===== src/rtl/clock_divider_prog.sv =====
// clock_divider_prog: runtime-programmable clock divider.
// Produces a near-50% divided clock (o_clk) and a one-cycle wrap strobe (o_tick).
// A new divisor is held as pending and only switches in at a period boundary
// (wrap or clear), so the output never shows a runt or stretched pulse.
// Optional feature macro: CLKDIV_DIGIT_SEL_EN adds o_digit_sel[1:0], a 2-bit
// scan index that advances on every tick.
//
// The period position is tracked as a down-counter "rem" = P-1-c. The wrap is
// the terminal count rem==0, and the high phase is rem < (P>>1), which is the
// same as c >= P-(P>>1).
module clock_divider_prog #(
   parameter int unsigned CNT_W       = 32,
   parameter int unsigned DIV_DEFAULT = 100_000
) (
   input  logic             i_clk,
   input  logic             i_reset_n,
   input  logic             i_en,
   input  logic             i_clear,
   input  logic [CNT_W-1:0] i_div,
   input  logic             i_div_load,
   output logic             o_clk,
   output logic             o_tick,
   output logic [CNT_W-1:0] o_div_active,
`ifdef CLKDIV_DIGIT_SEL_EN
   output logic [1:0]       o_digit_sel,
`endif
   output logic             o_load_pending
);

   localparam logic [CNT_W-1:0] DIV_RST = CNT_W'(DIV_DEFAULT);
   localparam logic [CNT_W-1:0] DIV_MIN = CNT_W'(2);
   localparam logic [CNT_W-1:0] ONE     = CNT_W'(1);

   logic [CNT_W-1:0] rem;
   logic [CNT_W-1:0] div_active;
   logic [CNT_W-1:0] div_pend;
   logic             pend_flag;
   logic             clk_q;
   logic             tick_q;

   logic [CNT_W-1:0] load_val;
   logic             wrap;
   logic             restart;
   logic [CNT_W-1:0] div_next;
   logic [CNT_W-1:0] half_next;
   logic [CNT_W-1:0] rem_next;
   logic             clk_next;
   logic             pend_flag_next;
   logic [CNT_W-1:0] div_pend_next;

   // next-state: a restart (wrap or clear) is the only point where the divisor may change
   always_comb begin
      load_val       = (i_div < DIV_MIN) ? DIV_MIN : i_div;
      wrap           = i_en && !i_clear && (rem == '0);
      restart        = i_clear || wrap;
      div_next       = (restart && pend_flag) ? div_pend : div_active;
      half_next      = div_next >> 1;
      rem_next       = rem;
      if (restart) begin
         rem_next = div_next - ONE;
      end else if (i_en) begin
         rem_next = rem - ONE;
      end
      clk_next       = (rem_next < half_next);
      pend_flag_next = pend_flag;
      if (i_div_load) begin
         pend_flag_next = 1'b1;
      end else if (restart) begin
         pend_flag_next = 1'b0;
      end
      div_pend_next  = i_div_load ? load_val : div_pend;
   end

   // divider state, divided clock and wrap strobe
   always_ff @(posedge i_clk or negedge i_reset_n) begin
      if (!i_reset_n) begin
         rem        <= DIV_RST - ONE;
         div_active <= DIV_RST;
         div_pend   <= DIV_RST;
         pend_flag  <= 1'b0;
         clk_q      <= 1'b0;
         tick_q     <= 1'b0;
      end else begin
         rem        <= rem_next;
         div_active <= div_next;
         div_pend   <= div_pend_next;
         pend_flag  <= pend_flag_next;
         clk_q      <= clk_next;
         tick_q     <= wrap;
      end
   end

`ifdef CLKDIV_DIGIT_SEL_EN
   logic [1:0] digit_sel;

   // display scan index: advances with each tick, restarts on clear
   always_ff @(posedge i_clk or negedge i_reset_n) begin
      if (!i_reset_n) begin
         digit_sel <= 2'd0;
      end else if (i_clear) begin
         digit_sel <= 2'd0;
      end else if (wrap) begin
         digit_sel <= digit_sel + 2'd1;
      end
   end

   assign o_digit_sel = digit_sel;
`endif

   assign o_clk          = clk_q;
   assign o_tick         = tick_q;
   assign o_div_active   = div_active;
   assign o_load_pending = pend_flag;

endmodule


===== config.mk =====
export PLATFORM = sky130hd
export DESIGN_NAME = clock_divider_prog
export DESIGN_NICKNAME = d
export VERILOG_FILES = /design/src/rtl/clock_divider_prog.sv
export SDC_FILE = /design/constraint.sdc
export NUM_CORES = 1
export LEC_CHECK = 0
export BUFFER_PORTS_ARGS = -buffer_cell sky130_fd_sc_hd__buf_2
export CAP_MARGIN = 15
export CORE_ASPECT_RATIO = 0.9
export CORE_MARGIN = 1
export CORE_UTILIZATION = 45
export CTS_CLUSTER_SIZE = 14
export DETAILED_ROUTE_END_ITERATION = 16
export GPL_TIMING_DRIVEN = 0
export SLEW_MARGIN = 20
export SYNTH_ARGS = -nofsm -noshare
export SYNTH_HDL_FRONTEND = slang
export SYNTH_SLANG_ARGS = --single-unit

===== constraint.sdc =====
create_clock -name i_clk -period 6.5 [get_ports i_clk]
set_input_delay 0.975 -clock i_clk [delete_from_list [all_inputs] [get_ports i_clk]]
set_output_delay 0.975 -clock i_clk [all_outputs]
set_load 0.005 [all_outputs]

# Word level (Yosys, flattened, before mapping)
# Cells that the tools add are included.
[classes]
n_addsub = 2
n_mul = 0
n_div = 0
order_cmp = 2
eq_ne = 0
shift = 0
muxes = 6
bitwise_logic = 0
reduce_logical = 7
[ops]
columns = ["operator", "n"]
rows = [
  ["32-bit two-way mux", 4],
  ["32-bit by 1-bit subtractor with 32-bit output, second input constant", 2],
  ["32-bit zero test", 1],
  ["32-bit by 2-bit < comparator with 1-bit output, second input constant", 1],
  ["32-bit by 31-bit < comparator with 1-bit output", 1],
  ["1-bit logical AND", 3],
  ["1-bit two-way mux", 2],
  ["2-bit nonzero test", 1],
  ["1-bit zero test", 1],
  ["1-bit logical OR", 1],
]
[word_totals]
register_bits = 99
latch_bits = 0
mem_bits_rw = 0
romBits = 0
inputBits = 37
out_inout_bits = 35
elab_cells = 23
n_memories = 0

# Longest topological paths before layout
# Gate-level depths: netlist of the first run.
[depth]
ltp_word = 9
depth_mapped = 24
ltp_nobuf = 23

# Worst setup path after synthesis of the first run
# OpenSTA, ideal clock, no wires.
[synth_timing]
path_type = "input to register"
from = "in i_en"
to = "reg clk_q, in the netlist o_clk"
setup_ps = 126
arrival_ps = 5470
t_required_ps = 6374
setup_slack_ps = 904
stages = 20
n_path_buf = 1
cell_sequence = "nor3b_1 -> nand3_1 -> o31ai_4 -> nand2_2 -> clkbuf_1 -> a21oi_1 -> ha_1 -> and3b_1 -> nand3_2 -> a222oi_1 -> nand3_1 -> xnor2_1 -> o21ai_1 -> ha_1 -> and4_1 -> nand4_1 -> nor4_1 -> nand4_1 -> a211oi_1 -> nor4_1"
[synth_between]
elab_chain_cells = 8
elab_cells_between_ends = 9
classes_between = "add/sub: 1; order compare: 1; mux: 3; reduce/logical: 4"
[synth_lines]
columns = ["item", "line", "rtl"]
rows = [
  ["start: declaration", "17", "input logic i_en,"],
  ["1-bit logical AND (2 in a row)", "54", "wrap = i_en && !i_clear && (rem == '0);"],
  ["1-bit logical OR", "55", "restart = i_clear || wrap;"],
  ["1-bit logical AND", "56", "div_next = (restart && pend_flag) ? div_pend : div_active;"],
  ["32-bit two-way mux", "56", ""],
  ["32-bit by 1-bit subtractor with 32-bit output", "60", "rem_next = div_next - ONE;"],
  ["32-bit two-way mux *", "59", "if (restart) begin"],
  ["net rem_next[26]", "46", "logic [CNT_W-1:0] rem_next;"],
  ["32-bit by 31-bit < comparator with 1-bit output *", "64", "clk_next = (rem_next < half_next);"],
  ["net clk_next", "47", "logic clk_next;"],
  ["end signal: assignment", "88", "clk_q <= clk_next;"],
  ["end: declaration", "38", "logic clk_q;"],
]
# The timed path passes the listed nets; every way through them passes the cells marked *.
# A chain may end at the register's enable or synchronous reset.

# Final worst setup path of the first run
# Same ends and word-level chain as after synthesis.

==> run metrics, run 1 <==
register clock-pin slew on the reported worst setup and hold paths 0.08 ns; largest family of logic cells by synthesized area simple AND/OR/NAND/NOR gates; Slew Limit Fails 0; Post-Synth Adder-Cell Area ~6.7%; first-pass GRT wire length 27400 um; Fin Hold WS about 0.51 ns; largest net degree at the start of global routing 61; global route total overflow 0; Post-DRT Antenna Nets 0; CP max stage cell a211oi_1; async set-reset flop share out of synthesis 100%; fillers 1206; die area about 0.014 mm2; Seq cells post-synth 99; Worst setup SP type input pin; gr busiest metal met1; Die Y-Extent around 110 um; # hold bufs at CTS 0; initial antenna violation count 0; final setup fails 0; WP buf/inv 4; Synth Area in Simple Gates 17.4%; vias in the first global route 5000; Starting Density 46.5%; critical path type input pin to register; share of post-route cells with drive strength above 1 22.2%; Post-Syn Area per Cell 9.73 um2; # nets final 768; Root Driver clkbuf_16; sequential element share of the synthesized area 42.0%; Cell Pwr Density 280 mW/mm2; Reg2Reg Depth 23; final hold viol count 0; Final WS setup around 0.35 ns; max-capacitance violation count 0; DP Wirelength 13200 um; skew final 0.00930 ns; top-count cell post-synth dfrtp_1; Post-route DRC 0; most used flip-flop cell after synthesis dfrtp_1; hold depth 1; I/O Buffers 70; worst path required time 6.71 ns; Yosys cell types 51; Synth Area in XOR/XNOR 8.22%; DR vias a little under 5000; synth cell count leaders dfrtp_1 (77), nor2_1 (44), nand2_1 (43); Tmin final 6.15 ns; worst flop-to-flop path startpoint rem[21]; Crit path arrival time 6.36 ns; # IOs 72; Top delay family on crit path simple AND/OR/NAND/NOR gates; Tightest Hold Check Type register to register; CTS Buf Count 9; worst-margin pin slew 0.640 ns; relative slew slack 56.1%; Worst-Skew Late Latency 0.35 ns; Avg WL per Cell 19.2 um; Synth area leader dfrtp_1; Final period util 94.6%; Clock Sinks 99; Worst Hold Endpoint div_pend[31]; Final GP Congestion 0.910; Synth Instances 613; GR Util All Layers 26.5%; Synth top area share between 30 and 40%; Core Footprint between 0.01 and 0.015 mm2; htree depth 3; post-layout util 53.8%; reg2reg setup slack 0.40 ns; most area-consuming cells after synthesis dfrtp_1 (32%), dfstp_2 (9.7%), ha_1 (6.7%); Post-synth EDFFs 0; Yosys warning count 0; CTS tree yes; syn_nets about 700; M3 GR Usage 4.68%; worst vdd ir 0.000217 V; Post-Route WL 16700 um; ANT cells 0; drt pass-1 iters 6; RR Endpoint o_clk; Max stage delay on crit path 0.41 ns; Synth Area in Compound Gates roughly 10%; Lkg Pwr about 0.0031 uW; clock buffer depth 2; CP max FO 10; Max Clock Freq 163 MHz; M1 GR Usage 40.2%; row count 39; hold path startpoint div_pend[31]; Synth Cell Area just under 0.006 mm2; Syn-to-layout area delta 15.8%; DR iter-0 viols 470; crit path cell chain buf_2 > nor3b_2 > nand3_1 > o31ai_4 > buf_4 > nand2_2 > buf_2 > mux2i_2 > ha_1 > nand3b_1 > a21o_1 > a222oi_1 > buf_4 > nand3_1 > xnor2_1 > o21ai_1 > ha_1 > and4_1 > nand4_1 > nor4_4 > nand4_1 > a211oi_1 > nor4_1; die width 123 um; post-synthesis mux area share between 10% and 20%; outcome complete, no violations; met2 usage 38.2%; Place WS -1.18 ns; Vias/cell ~5.7; crit end category register
-- stage by stage --
| step | instances | setup TNS, ns | area [um2] | total power [uW] |
|---|---|---|---|---|
| finish | 868 | 0 | 6910 | 1940 |
| detailed placement | 848 | -1.18 | 6560 | 1400 |
| global placement | 847 | -1.25 | 6520 | 1380 |
| CTS | 866 | 0 | 6880 | 1940 |
| global route | 868 | -0.000836 | 6910 | 2050 |
| floorplan | 613 | 0 | 5970 | 1180 |
-- layout by cell type, fill, tap and decap left out, types with 2 or more instances in the layout --
cell and n:
inv_6 4, nand2_1 43, o21ai_1 15, o21ai_0 20, clkbuf_16 9, clkbuf_1 14, mux2_2 30, dfstp_2 22
inv_1 38, or3_1 6, xor2_1 24, nor2_1 44, nor3_1 22, nand2b_1 2, buf_4 4, a21o_1 6
ha_1 32, and4_1 2, mux2i_1 34, nor4_1 23, a2111oi_0 2, and2_1 3, buf_2 73, dfrtp_1 77
nor2b_1 4, nor3b_1 3, a21oi_1 31, or4_1 9, a22oi_1 5, xnor2_1 32, buf_1 4, a31oi_1 2
a211o_1 2, o41ai_1 3, nand4_1 12, o31a_1 2, a211oi_1 2, nand3_1 19
-- how the worst max path moves through the flow --
stage / startpoint / end / slack [ns] / cells after the start
detailed placement: i_en / o_clk / -1.18 / 21
CTS: rem[11] / o_clk / 0.003 / 22
finish: i_en / o_clk / 0.35 / 23
global route: i_en / o_clk / -0.0008 / 23
global placement: i_en / o_clk / -1.25 / 21
floorplan: i_en / o_clk / 0.90 / 20
-- metal layers --
layer	up-vias	share of wire, %
li1	2371	-
met1	2398	50
met2	156	43
met3	27	5.0
met4	0	2.1
met5	-	0
-- registers in the layout (all words and copies together) (netlist names) --
register	flops
div_pend	32
o_clk	1
o_div_active	32
o_load_pending	1
o_tick	1
rem	32
-- power breakdown --
| part | internal [uW] | leakage, uW | switching [uW] |
|---|---|---|---|
| registers | 737 | 0.00114 | 110 |
| logic | 233 | 0.00184 | 324 |
| clock network | 272 | 0.000143 | 261 |
-- layout make-up --
cell class              instances  area [um2]  share of cell area [%]
plain buffers                  22        88.8                    1.29
multi-input cells             453        3260                    47.1
clock buffers                  10         229                    3.31
flip-flops and latches         99        2500                    36.3
inverters                      39         146                    2.12
well taps                     164         205                    2.97
clock inverters                 6        62.6                   0.906
repair buffers                 75         414                    6.00
-- worst register-to-register path, stage by stage (launching register included) --
cell and delay [ns]:
dfrtp_1 0.40, or3_1 0.45, nand4bb_1 0.22, clkbuf_1 0.21
o31ai_4 0.24, buf_4 0.19, nand2_2 0.22, buf_2 0.34
mux2i_2 0.33, ha_1 0.34, nand3b_1 0.15, a21o_1 0.24
a222oi_1 0.31, buf_4 0.20, nand3_1 0.10, xnor2_1 0.20
o21ai_1 0.10, ha_1 0.32, and4_1 0.18, nand4_1 0.18
nor4_4 0.40, nand4_1 0.13, a211oi_1 0.41, nor4_1 0.14
-- repair_timing --
action,in CTS,in global routing
setup endpoints to repair,1,1
buffers inserted,2,2
pin swaps,1,1
resized for setup,3,4
-- logic make-up after synthesis --
logic type / Yosys count
simple gates: 201
compound gates: 99
flops: 99
mux: 65
buf+inv: 61
xor+xnor: 56
fa+ha+maj: 32
Power figures use the tool's default switching activity.
==> run 2: changes to the inputs <==
Settings changed: ABC_AREA from default to 1, CTS_CLUSTER_DIAMETER from default to 50.
==> run metrics, run 2 <==
most used flip-flop cell after synthesis dfrtp_1; Max Clock Freq 209 MHz (+29%); RSZ-0062 raised after global routing no; drt pass-1 iters 5 (-1); largest net degree at the start of global routing 56 (-8.2%); async set-reset flop share out of synthesis 100% (unchanged); Fin Hold WS 0.481 ns (-0.0294 ns); skew final 0.00964 ns (+0.000344 ns); logic gate share of total power 28.7% (about the same); htree depth 3 (unchanged); Final period util 73.6% (-21 points); Final GP Congestion 0.887 (-2.6%); most frequent cells in the layout nand2_1 (222), inv_1 (111), dfrtp_1 (77), nor2_1 (76), buf_2 (69); Synth top area share 30.0% (-2.3 points); # IOs 72 (unchanged); global route total overflow 0 (unchanged); Synth Cell Area 0.00642 mm2 (+7.6%); Worst-Skew Late Latency 0.35 ns (about the same); Starting Density 46.0% (-0.49 points); Net Sw Power 687 uW (-1.2%); DR vias 5585 (+13%); register clock-pin slew on the reported worst setup and hold paths 0.07 ns (about the same); Post-DRT Antenna Nets 0 (unchanged); Post-Route WL 17200 um (+3.0%); Clock Sinks 99 (unchanged); # hold bufs at CTS 0 (unchanged); met2 usage 38.6% (+0.38 points); Core Footprint 0.0140 mm2 (+8.7%); ANT cells 0 (unchanged); first-pass GRT wire length 28100 um (+2.7%); Cell Pwr Density 260 mW/mm2 (-7.2%); share of post-route cells with drive strength above 1 19.2% (-3.0 points); Seq cells post-synth 99 (unchanged); M3 GR Usage 3.82% (-0.87 points); clock buffer depth 2 (unchanged); Max stage delay on crit path 0.30 ns (-0.11 ns); outcome complete, no violations; row count 41 (+5.1%); Synth area leader dfrtp_1; # placed instances 1106 (+30%); Die Y-Extent 115 um (+3.7%); Post-CTS Setup Bufs 0 (-2); crit end category register; P_int 1230 uW (-1.0%); # nets final 993 (+29%); worst vdd ir 0.000174 V (-20%); CP max FO 10 (unchanged); fillers 1411 (+17%); sequential power share 41.2% (-2.5 points); Final WS setup 1.72 ns (+1.37 ns); GR Util All Layers 25.2% (-1.3 points); die width 128 um (+3.7%); Setup Total Neg Slack 0 ns (unchanged); Post-route DRC 0 (unchanged); Yosys warning count 0 (unchanged); Avg WL per Cell 15.3 um (-20%); Top delay family on crit path simple AND/OR/NAND/NOR gates; most area-consuming cells after synthesis dfrtp_1 (30%), nand2_1 (13%), dfstp_2 (9.0%); Tmin final 4.78 ns (-1.37 ns); critical path type input pin to register; Worst setup SP type input pin; vias in the first global route 5377 (+7.5%); DP Wirelength 13800 um (+4.0%); I/O Buffers 70 (unchanged); commonest non-fill, non-tap cell in the layout nand2_1; relative slew slack 53.2% (-2.9 points); CTS tree yes; gr busiest metal met2; final hold viol count 0 (unchanged); Place WS 1.40 ns (+2.58 ns); Finished Layout Cells 1122 (+29%); most used cell, CP nand2_1; CP max stage cell ha_1; M1 GR Usage 37.2% (-3.0 points); Post-Syn Area per Cell 7.62 um2 (-22%); Root Driver clkbuf_16; worst-margin pin slew 0.702 ns (+0.0618 ns); Post-synth EDFFs 0 (unchanged); syn_nets 911 (+34%); clock share of power 30.1% (+2.6 points); Synth Instances 842 (+37%); CTS Buf Count 9 (unchanged); DR iter-0 viols 386 (-18%); synth cell count leaders nand2_1 (222), inv_1 (111), dfrtp_1 (77); reg2reg setup slack 1.90 ns (+1.50 ns); Crit path arrival time 5.06 ns (-1.30 ns); Vias/cell 4.98 (-13%); Power Total 1920 uW (-1.1%); Tightest Hold Check Type register to register; max-capacitance violation count 0 (unchanged); Syn-to-layout area delta 14.7%; post-cts sizing count 0 (-3); Yosys cell types 42 (-18%); Sw Share 35.8% (-0.040 points); die area 0.0147 mm2 (+7.4%); sequential element share of the synthesized area 39.0% (-3.0 points); top-count cell post-synth nand2_1; WP buf/inv 4 (unchanged); Slew Limit Fails 0 (unchanged); worst path required time 6.77 ns (+0.06 ns); final setup fails 0 (unchanged); initial antenna violation count 0 (unchanged); Lkg Pwr 0.00348 uW (+11%)
==> run 2: cell families after synthesis <==
| family | count (synthesis) | share of synthesized area [%] |
|---|---|---|
| AO/OA/AOI/OAI | 112 | 11.6 |
| adder cells (fa/ha/maj) | 32 | 6.24 |
| flip-flops | 99 | 39.0 |
| AND/OR/NAND/NOR | 428 | 29.5 |
| buffers and inverters | 137 | 8.89 |
| XOR/XNOR | 29 | 3.96 |
| multiplexers | 5 | 0.780 |
==> run 2: layout make-up <==
| type | count | area [um2] | area share [%] |
|---|---|---|---|
| Sequential cell | 99 | 2500 | 34.0 |
| Multi-Input combinational cell | 606 | 3340 | 45.4 |
| Inverter | 115 | 432 | 5.86 |
| Clock inverter | 7 | 92.6 | 1.26 |
| Timing Repair Buffer | 71 | 384 | 5.22 |
| Clock buffer | 9 | 225 | 3.06 |
| Buffer | 22 | 139 | 1.89 |
| Tap cell | 193 | 241 | 3.28 |
==> run 2: power groups by stage <==
stage / clock network [uW] / registers (uW) / logic, uW
global route: 608 / 802 / 631
floorplan: 0 / 787 / 371
CTS: 590 / 790 / 549
finish: 577 / 790 / 549
detailed placement: 0 / 800 / 544
global placement: 0 / 800 / 539
==> run 2: worst min-delay path, cell delays in order (launching register included) <==
cell     delay, ns
dfrtp_1       0.35
nand2_1       0.05
nand2_1       0.04
==> run 2: stage by stage <==
stage / cell area [um2] / utilization [%]
after floorplan: 6420 / -
after global placement: 7010 / 50.2
after detailed placement: 7040 / 50.5
after CTS: 7360 / 52.8
after global routing: 7360 / 52.8
final: 7360 / 52.8
==> run 2: metal layers <==
metal / part of all wire, % / vias to the layer above
met2: 42 / 112
met1: 53 / 2557
met4: 1.5 / 0
met3: 3.6 / 16
met5: 0 / -
li1: - / 2900
==> run 2: final timing paths <==
| kind | startpoint | end | cells past startpoint |
|---|---|---|---|
| setup reg to reg | rem[28] | o_clk | 27 |
| min in group asynchronous | i_reset_n | o_tick | 1 |
| hold reg to reg | div_pend[13] | div_pend[13] | 2 |
| setup / recovery | i_en | o_clk | 27 |
| hold / removal | div_pend[13] | div_pend[13] | 2 |
| max in group asynchronous | i_reset_n | o_div_active[15] | 2 |
==> run 3: changes to the inputs <==
Settings changed: ABC_AREA 1 to 0.
Clock period 6.5 ns to 5 ns, I/O delays scaled along.
==> run metrics, run 3 (same netlist as run 1, synthesis figures left out) <==
outcome finished with violations; failing checks setup timing; crit end category register; Post-Route WL 17800 um (+3.3%); Avg WL per Cell 19.7 um (+28%); Vias/cell 5.71 (+15%); DR vias 5159 (-7.6%); Root Driver clkbuf_16; worst flop-to-flop path startpoint rem[22]; relative slew slack 54.2% (+0.96 points); worst path required time 5.25 ns (-1.52 ns); Tightest Hold Check Type input pin to asynchronous set/reset pin; Crit path arrival time 5.28 ns (+0.22 ns); vias in the first global route 5211 (-3.1%); Tmin final 5.04 ns; row count 39 (-4.9%); Die Y-Extent 111 um (-3.5%); die width 123 um (-3.5%); commonest non-fill, non-tap cell in the layout dfrtp_1; CTS tree yes; DP Wirelength 13300 um (-3.1%); Lkg Pwr 0.00340 uW (-2.3%); Max Clock Freq about 200 MHz; final hold viol count 0 (unchanged); Final WS setup -0.0365 ns (-1.75 ns); share of post-route cells with drive strength above 1 29.8% (+11 points); clock buffer depth 2 (unchanged); ANT cells 0 (unchanged); register clock-pin slew on the reported worst setup and hold paths 0.07 ns (about the same); # IOs 72 (unchanged); Place WS -1.79 ns (-3.19 ns); RSZ-0062 raised after global routing yes; critical path type register to register; DR iter-0 viols 495 (+28%); # nets final 803 (-19%); global route total overflow 0 (unchanged); Final period util 101%; Core Footprint 0.0128 mm2 (-8.0%); largest net degree at the start of global routing 57 (+1.8%); Cell Pwr Density 357 mW/mm2 (+37%); worst-margin pin slew 0.668 ns (-0.0334 ns); skew final 0.00740 ns (-0.00225 ns); drt pass-1 iters 5 (unchanged); final setup fails 1 (+1); I/O Buffers 70 (unchanged); worst vdd ir 0.000261 V (+50%); Clock Sinks 99 (unchanged); Post-route DRC 0 (unchanged); Slew Limit Fails 0 (unchanged); first-pass GRT wire length 28400 um (+1.0%); Worst setup SP type register; reg2reg setup slack -0.04 ns (-1.94 ns); die area 0.0137 mm2 (-6.9%); max-capacitance violation count 0 (unchanged); CTS Buf Count 9 (unchanged); GR Util All Layers 27.7% (+2.4 points); initial antenna violation count 0 (unchanged); most frequent cells in the layout dfrtp_1 (77), buf_2 (72), nor2_1 (43), nand2_1 (42); Worst-Skew Late Latency 0.36 ns (about the same); Post-DRT Antenna Nets 0 (unchanged); CP max FO 6 (-4); Final GP Congestion 0.913 (+3.0%); htree depth 3 (unchanged); Starting Density 46.5% (+0.49 points); Syn-to-layout area delta 24.5%; Critical path origin rem[22]; Fin Hold WS 0.324 ns (-0.157 ns)
==> run 3: area by class of cell <==
cell class | count | area, um2
fillers | 1158 | 5410
multi-input cells | 453 | 3450
flip-flops and latches | 99 | 2500
repair buffers | 111 | 692
clock buffers | 10 | 229
well taps | 164 | 205
inverters | 39 | 146
plain buffers | 21 | 130
clock inverters | 6 | 65.1
==> run 3: worst paths after layout <==
path,end,cells after the start
max,o_clk,24
min,rem[5],1
max reg2reg,o_clk,24
min reg2reg,div_pend[31],1
max in group asynchronous,div_pend[16],2
min in group i_clk,div_pend[31],1
==> run 3: repair_timing <==
item / CTS / global route
endpoints found under the setup margin: 7 / 2
hold buffers: 0 / 0
gates resized for setup: 30 / 12
buffers inserted: 32 / 8
gates cloned: 0 / 0
hold endpoints to repair: 0 / 0
pin swaps: 20 / 17
==> run 3: where the power goes <==
group / total, uW / internal, uW / leakage, uW / switching, uW
Combinational: 836 / 374 / 0.00211 / 462
Sequential: 1110 / 958 / 0.00114 / 151
Clock: 705 / 355 / 0.000145 / 350
Total: 2650 / 1690 / 0.00340 / 963
==> run 3: stage by stage <==
step | cell area, um2 | util, % | setup TNS [ns] | power, uW | cells
2_1_floorplan | 6020 | - | 0 | 1540 | 613
3_3_place_gp | 6570 | 51.2 | -2.04 | 1800 | 847
3_5_place_dp | 6610 | 51.5 | -2.52 | 1830 | 848
4_1_cts | 7310 | 57.0 | 0 | 2620 | 895
5_1_grt | 7420 | 57.9 | -0.464 | 2790 | 903
6_report | 7420 | 57.9 | -0.0365 | 2650 | 903
==> run 3: metal layers <==
| metal | GRT usage (%) | up-vias | share of wire [%] |
|---|---|---|---|
| li1 | - | 2446 | - |
| met1 | 40.4 | 2515 | 49 |
| met2 | 41.3 | 172 | 44 |
| met3 | 4.37 | 26 | 5.0 |
| met4 | 9.48 | 0 | 2.1 |
| met5 | 0 | - | 0 |
==> run 3: worst max-delay path: stages, from the launching register on <==
cell and delay (ns):
dfrtp_1 0.38, or3_4 0.39, nand4bb_1 0.20, clkbuf_8 0.17, o31ai_4 0.22, buf_6 0.16, nand2_8 0.07, clkbuf_16 0.20
a21oi_4 0.20, ha_4 0.17, nand3b_1 0.12, a21o_1 0.21, a222oi_1 0.30, buf_4 0.21, buf_4 0.12, xor2_1 0.17
a21oi_1 0.14, ha_1 0.24, a21o_1 0.18, a21o_1 0.18, a21oi_1 0.13, o21ai_0 0.10, a211oi_1 0.23, nor3_1 0.09
nor4_2 0.31
